File: src/rtl/i2c_pad_arbiter.sv
// Shares one open-drain SCL/SDA pad pair between two I2C master cores, tracking bus-busy
// from START/STOP. Define I2C_ARB_TIMEOUT_EN to add the stuck-bus forced-release counter.
module i2c_pad_arbiter #(
    parameter int SYNC_STAGES    = 2,
    parameter int TIMEOUT_CYCLES = 20000,
    parameter int TIMEOUT_W      = 16
) (
    input  logic CLK_I,
    input  logic RESET,
    input  logic REQ_A,
    input  logic REQ_B,
    output logic GNT_A,
    output logic GNT_B,
    input  logic A_SCL_PAD_O,
    input  logic A_SCL_PADOEN_O,
    input  logic A_SDA_PAD_O,
    input  logic A_SDA_PADOEN_O,
    input  logic B_SCL_PAD_O,
    input  logic B_SCL_PADOEN_O,
    input  logic B_SDA_PAD_O,
    input  logic B_SDA_PADOEN_O,
    input  logic SCL_PAD_I,
    input  logic SDA_PAD_I,
    output logic SCL_PAD_O,
    output logic SCL_PADOEN_O,
    output logic SDA_PAD_O,
    output logic SDA_PADOEN_O,
    output logic BUS_BUSY,
    output logic START_DET,
    output logic STOP_DET,
    output logic TIMEOUT
);

    localparam logic [1:0] ST_IDLE  = 2'd0;
    localparam logic [1:0] ST_OWN_A = 2'd1;
    localparam logic [1:0] ST_OWN_B = 2'd2;
    localparam logic [1:0] ST_DRAIN = 2'd3;

    localparam logic RR_A = 1'b0;
    localparam logic RR_B = 1'b1;

    if (SYNC_STAGES < 2) begin : g_bad_sync_cfg
        $error("i2c_pad_arbiter: SYNC_STAGES must be at least 2");
    end
    if (TIMEOUT_CYCLES < 2 || TIMEOUT_CYCLES > (2 ** TIMEOUT_W)) begin : g_bad_timeout_cfg
        $error("i2c_pad_arbiter: TIMEOUT_W too narrow for TIMEOUT_CYCLES");
    end

    logic [SYNC_STAGES-1:0] scl_sync_reg;
    logic [SYNC_STAGES-1:0] sda_sync_reg;
    logic                   sda_hist_reg;
    logic                   scl_s;
    logic                   sda_s;
    logic                   start_det_reg;
    logic                   stop_det_reg;
    logic                   busy_reg;
    logic                   timeout_hit;
    logic [1:0]             state_reg;
    logic [1:0]             state_next;
    logic                   rr_reg;
    logic                   rr_next;
    logic                   bus_free;
    logic                   bus_active;

    // Bus sense: synchronizers reset high so a released bus never looks like an edge.
    always_ff @(posedge CLK_I) begin
        if (RESET) begin
            scl_sync_reg <= '1;
            sda_sync_reg <= '1;
            sda_hist_reg <= 1'b1;
        end else begin
            scl_sync_reg <= {scl_sync_reg[SYNC_STAGES-2:0], SCL_PAD_I};
            sda_sync_reg <= {sda_sync_reg[SYNC_STAGES-2:0], SDA_PAD_I};
            sda_hist_reg <= sda_s;
        end
    end

    assign scl_s = scl_sync_reg[SYNC_STAGES-1];
    assign sda_s = sda_sync_reg[SYNC_STAGES-1];

    always_ff @(posedge CLK_I) begin
        if (RESET) begin
            start_det_reg <= 1'b0;
            stop_det_reg  <= 1'b0;
        end else begin
            start_det_reg <= scl_s & sda_hist_reg & ~sda_s;
            stop_det_reg  <= scl_s & ~sda_hist_reg & sda_s;
        end
    end

`ifdef I2C_ARB_TIMEOUT_EN
    localparam logic [TIMEOUT_W-1:0] TIMEOUT_LAST = TIMEOUT_W'(TIMEOUT_CYCLES - 1);

    logic                 scl_hist_reg;
    logic [TIMEOUT_W-1:0] to_cnt_reg;
    logic                 timeout_reg;
    logic                 scl_edge;

    assign scl_edge    = scl_s ^ scl_hist_reg;
    assign timeout_hit = busy_reg & ~scl_edge & (to_cnt_reg == TIMEOUT_LAST);

    // Saturating idle-SCL counter; any SCL activity or a free bus restarts it.
    always_ff @(posedge CLK_I) begin
        if (RESET) begin
            scl_hist_reg <= 1'b1;
            to_cnt_reg   <= '0;
            timeout_reg  <= 1'b0;
        end else begin
            scl_hist_reg <= scl_s;
            timeout_reg  <= timeout_hit;
            if (!busy_reg || scl_edge) begin
                to_cnt_reg <= '0;
            end else if (to_cnt_reg != '1) begin
                to_cnt_reg <= to_cnt_reg + 1'b1;
            end
        end
    end

    assign TIMEOUT = timeout_reg;
`else
    assign timeout_hit = 1'b0;
    assign TIMEOUT     = 1'b0;
`endif

    always_ff @(posedge CLK_I) begin
        if (RESET) begin
            busy_reg <= 1'b0;
        end else if (timeout_hit) begin
            busy_reg <= 1'b0;
        end else if (start_det_reg) begin
            busy_reg <= 1'b1;
        end else if (stop_det_reg) begin
            busy_reg <= 1'b0;
        end
    end

    // A START pulse already in flight counts as a busy bus for granting and releasing.
    assign bus_free   = ~busy_reg & ~start_det_reg;
    assign bus_active = busy_reg | start_det_reg;

    always_comb begin
        state_next = state_reg;
        rr_next    = rr_reg;
        case (state_reg)
            ST_IDLE: begin
                if (bus_free && (REQ_A || REQ_B)) begin
                    if (REQ_A && (!REQ_B || rr_reg == RR_A)) begin
                        state_next = ST_OWN_A;
                        rr_next    = RR_B;
                    end else begin
                        state_next = ST_OWN_B;
                        rr_next    = RR_A;
                    end
                end
            end
            ST_OWN_A: begin
                if (!REQ_A) begin
                    state_next = bus_active ? ST_DRAIN : ST_IDLE;
                end
            end
            ST_OWN_B: begin
                if (!REQ_B) begin
                    state_next = bus_active ? ST_DRAIN : ST_IDLE;
                end
            end
            ST_DRAIN: begin
                if (stop_det_reg) begin
                    state_next = ST_IDLE;
                end
            end
            default: state_next = ST_IDLE;
        endcase
        if (timeout_hit) begin
            state_next = ST_IDLE;
        end
    end

    always_ff @(posedge CLK_I) begin
        if (RESET) begin
            state_reg <= ST_IDLE;
            rr_reg    <= RR_A;
        end else begin
            state_reg <= state_next;
            rr_reg    <= rr_next;
        end
    end

    assign GNT_A     = (state_reg == ST_OWN_A);
    assign GNT_B     = (state_reg == ST_OWN_B);
    assign BUS_BUSY  = busy_reg;
    assign START_DET = start_det_reg;
    assign STOP_DET  = stop_det_reg;

    // Pads follow the registered owner, so reset releases them right after the edge.
    always_comb begin
        SCL_PAD_O    = 1'b0;
        SCL_PADOEN_O = 1'b1;
        SDA_PAD_O    = 1'b0;
        SDA_PADOEN_O = 1'b1;
        if (state_reg == ST_OWN_A) begin
            SCL_PAD_O    = A_SCL_PAD_O;
            SCL_PADOEN_O = A_SCL_PADOEN_O;
            SDA_PAD_O    = A_SDA_PAD_O;
            SDA_PADOEN_O = A_SDA_PADOEN_O;
        end else if (state_reg == ST_OWN_B) begin
            SCL_PAD_O    = B_SCL_PAD_O;
            SCL_PADOEN_O = B_SCL_PADOEN_O;
            SDA_PAD_O    = B_SDA_PAD_O;
            SDA_PADOEN_O = B_SDA_PADOEN_O;
        end
    end

endmodule

File: config.mk
export PLATFORM = sky130hd
export DESIGN_NAME = i2c_pad_arbiter
export DESIGN_NICKNAME = d
export VERILOG_FILES = /design/src/rtl/i2c_pad_arbiter.sv
export SDC_FILE = /design/constraint.sdc
export NUM_CORES = 1
export LEC_CHECK = 0
export ABC_AREA = 1
export ABC_CLOCK_PERIOD_IN_PS = 1800
export BUFFER_PORTS_ARGS = -buffer_cell sky130_fd_sc_hd__buf_2
export CORE_MARGIN = 3
export CORE_UTILIZATION = 41
export CTS_CLUSTER_DIAMETER = 40
export DETAILED_ROUTE_END_ITERATION = 10
export HOLD_SLACK_MARGIN = 0.12
export PLACE_DENSITY = 0.7
export RECOVER_POWER = 50
export SYNTH_ARGS = -nofsm -noshare
export SYNTH_HDL_FRONTEND = slang
export SYNTH_SLANG_ARGS = --single-unit
File: constraint.sdc
create_clock -name CLK_I -period 1.8 [get_ports CLK_I]
set_clock_uncertainty 0.1 [all_clocks]
set_input_delay 0.18 -clock CLK_I [delete_from_list [all_inputs] [get_ports CLK_I]]
set_output_delay 0.18 -clock CLK_I [all_outputs]
set_load 0.01 [all_outputs]
==> flow_summary_export.csv <==
group,metric,value,unit
sta,drv_slew,0,
floorplanning,io_pins,24,
clock_tree,cts.htree.levels,1,
critical_path,critPathRequiredTime,1850,ps
drt,drt-pass1-iter-count,4,
power,finalPower,993,uW
floorplanning,initial_core_util,47.0,%
synthesis,syn_avg_cell_area,7.52,um^2
drt,dr.first_iter.drc_count,7,
critical_path,cpPeakStageDelay,560,ps
clock_tree,cts_buffers,3,
floorplanning,dieWidth,43.1,um
global_routing,grt_max_degree,9,
critical_path,cp_common_cell,"dlygate4sd3_1",
synthesis,yosysTopAreaCellShare,39.0,%
clock_tree,post-cts-setup-buffers,0,
sta,setup_viol,0,
hold_path,hold_path.class,"input pin to register",
global_routing,track_usage,14.2,%
hold_path,hold-path-cell-count,5,
critical_path,crit_type,"input pin to register",
synthesis,synth_cell_types,16,
power,power_density,1290,mW/mm^2
power,vdd_drop_max,767,uV
synthesis,postSynthCellCount,75,
finish,final_cell_mix,"nand2_1 (18), buf_2 (18), dfxtp_1 (10), inv_1 (10), nor2_1 (9)",
clock_tree,clockBufferDepth,2,
global_routing,grt_pass1_vias,518,
floorplanning,core,0.00120,mm^2
drt,vias_per_cell,4.50,
drt,drtAntennaViolNets,0,
critical_path,worstPathMaxFanout,8,
global_routing,overflow,0,
synthesis,ys.warnings.count,0,
finish,area_growth,36.4,%
clock_tree,cts_tree,"built",
placed_design,gp_congestion,0.830,
floorplanning,num_rows,12,
floorplanning,chipHeight,43.1,um
sta,hold_violations,0,
critical_path,cp-end-kind,"register",
drt,drc,0,
finish,drive_gt1_share,30.5,%
synthesis,syn_nets,95,
drt,wl_per_cell,10.5,um
finish,nets,126,
critical_path,ff2ff_path_depth,8,
finish,n_antenna_cell,0,
sta,tns,0,ps
placed_design,hpwl,919,um
critical_path,crit_path_top_delay_cell,"dlygate4sd3_1",
critical_path,crit_arrival,1790,ps
critical_path,worst-path-buf-inv,3,
floorplanning,dieArea,0.00186,mm^2
synthesis,yosysTopAreaCell,"dfxtp_1",
critical_path,crit_family,"buffers and inverters",
drt,wl,1.25,mm
flow_run,max_cap_violations,0,
sta,rsz0062_at_grt,"false",
sta,period_share,96.7,%
synthesis,synth-seq-cells,11,
synthesis,syn_area,564,um^2
clock_tree,insertion_delay,260,ps
global_routing,grt_antenna_before_repair,0,
placed_design,dp.cells,110,
sta,finalCriticalPeriod,1740,ps
power,cellLeakagePower,0.000408,uW
clock_tree,clk_pin_slew,60,ps
finish,layout.cells.non_filler,119,
synthesis,synth_seq_area_share,39.0,%
synthesis,ys_top_cells_by_area,"dfxtp_1 (39%), ha_1 (13%), nand2_1 (12%), inv_1 (8.0%), nor2_1 (6.0%)",
placed_design,port_buffers,22,
sta,fmax,575,MHz
clock_tree,cts-root-buf,"clkbuf_4",
global_routing,grt_first_pass_wirelength,2.00,mm
critical_path,path_cells,"dlygate4sd3_1 -> clkbuf_1 -> or2_2 -> dlygate4sd3_1",
critical_path,start_kind,"input pin",
drt,vias,536,
clock_tree,cts_sinks,11,
outcome,status,"finished clean",
critical_path,worst-path-stages,4,
## routing by layer
layer | wire [um] | share of wire (%) | track usage [%]
met5 | 0 | 0 | 0
met4 | 0 | 0 | 0
met3 | 73 | 5.8 | 6.36
met2 | 677 | 54 | 25.1
met1 | 500 | 40 | 16.5
## metrics by stage
| step | setup WS, ps | utilization (%) | instance area (um^2) | hold slack (ps) |
|---|---|---|---|---|
| floorplan | 403 | - | 564 | 151 |
| CTS | 9.19 | 63.5 | 763 | 244 |
| detailed placement | 269 | 57.0 | 684 | 267 |
| global placement | 330 | 57.0 | 684 | 264 |
| global route | 6.16 | 64.1 | 769 | 270 |
| finish | 59.9 | 64.1 | 769 | 249 |
## layout make-up
class | instances | area (um^2)
timing repair buffer | 27 | 155
clock buffer | 4 | 26.3
tap | 14 | 17.5
multi-input combinational | 51 | 304
fill | 119 | 432
inverter | 12 | 45.0
sequential | 11 | 221
## cells in the mapped netlist
cell type / n
nand2_1: 18
inv_1: 12
dfxtp_1: 11
nor2_1: 9
ha_1: 6
or2_2: 5
nand3_1: 3
a22o_1: 2
o22a_1: 2
a211oi_1: 1
buf_4: 1
conb_1: 1
nand2_2: 1
nor2_2: 1
o21ai_0: 1
o21ai_1: 1
## report_power, final
part	total [uW]	internal (uW)	leakage [uW]	switching (uW)
clock network	160	85.6	0.0000150	74.2
registers	321	283	0.0000908	38.9
logic	512	220	0.000302	292
## path summary, 6_finish.rpt
check / to / from / slack [ps]
setup / recovery: scl_sync_reg[0] / RESET / 60
setup reg to reg: state_reg[1] / state_reg[0] / 430
hold reg to reg: STOP_DET / sda_hist_reg / 310
hold / removal: rr_reg / REQ_A / 250
## kinds of logic after synthesis
logic type | count (synthesis) | share of synthesized area, %
compound gates | 7 | 9.31
buf+inv | 13 | 9.31
other cells | 1 | 0.665
flops | 11 | 39.0
fa+ha+maj | 6 | 13.3
simple gates | 37 | 28.4
## worst register-to-register path, cell delays in order (launching register included)
cell	delay (ps)
dfxtp_2	380
inv_2	80
ha_1	230
nand2_1	70
nand2_1	60
nor2_1	110
nand2_2	90
nor2_1	100
nor2_1	60
## what timing repair did
action,CTS,global route
resized for setup,1,4
hold endpoints to repair,6,0
setup endpoints to repair,2,2
hold buffers,5,0
(Power assumes the default switching activity.)
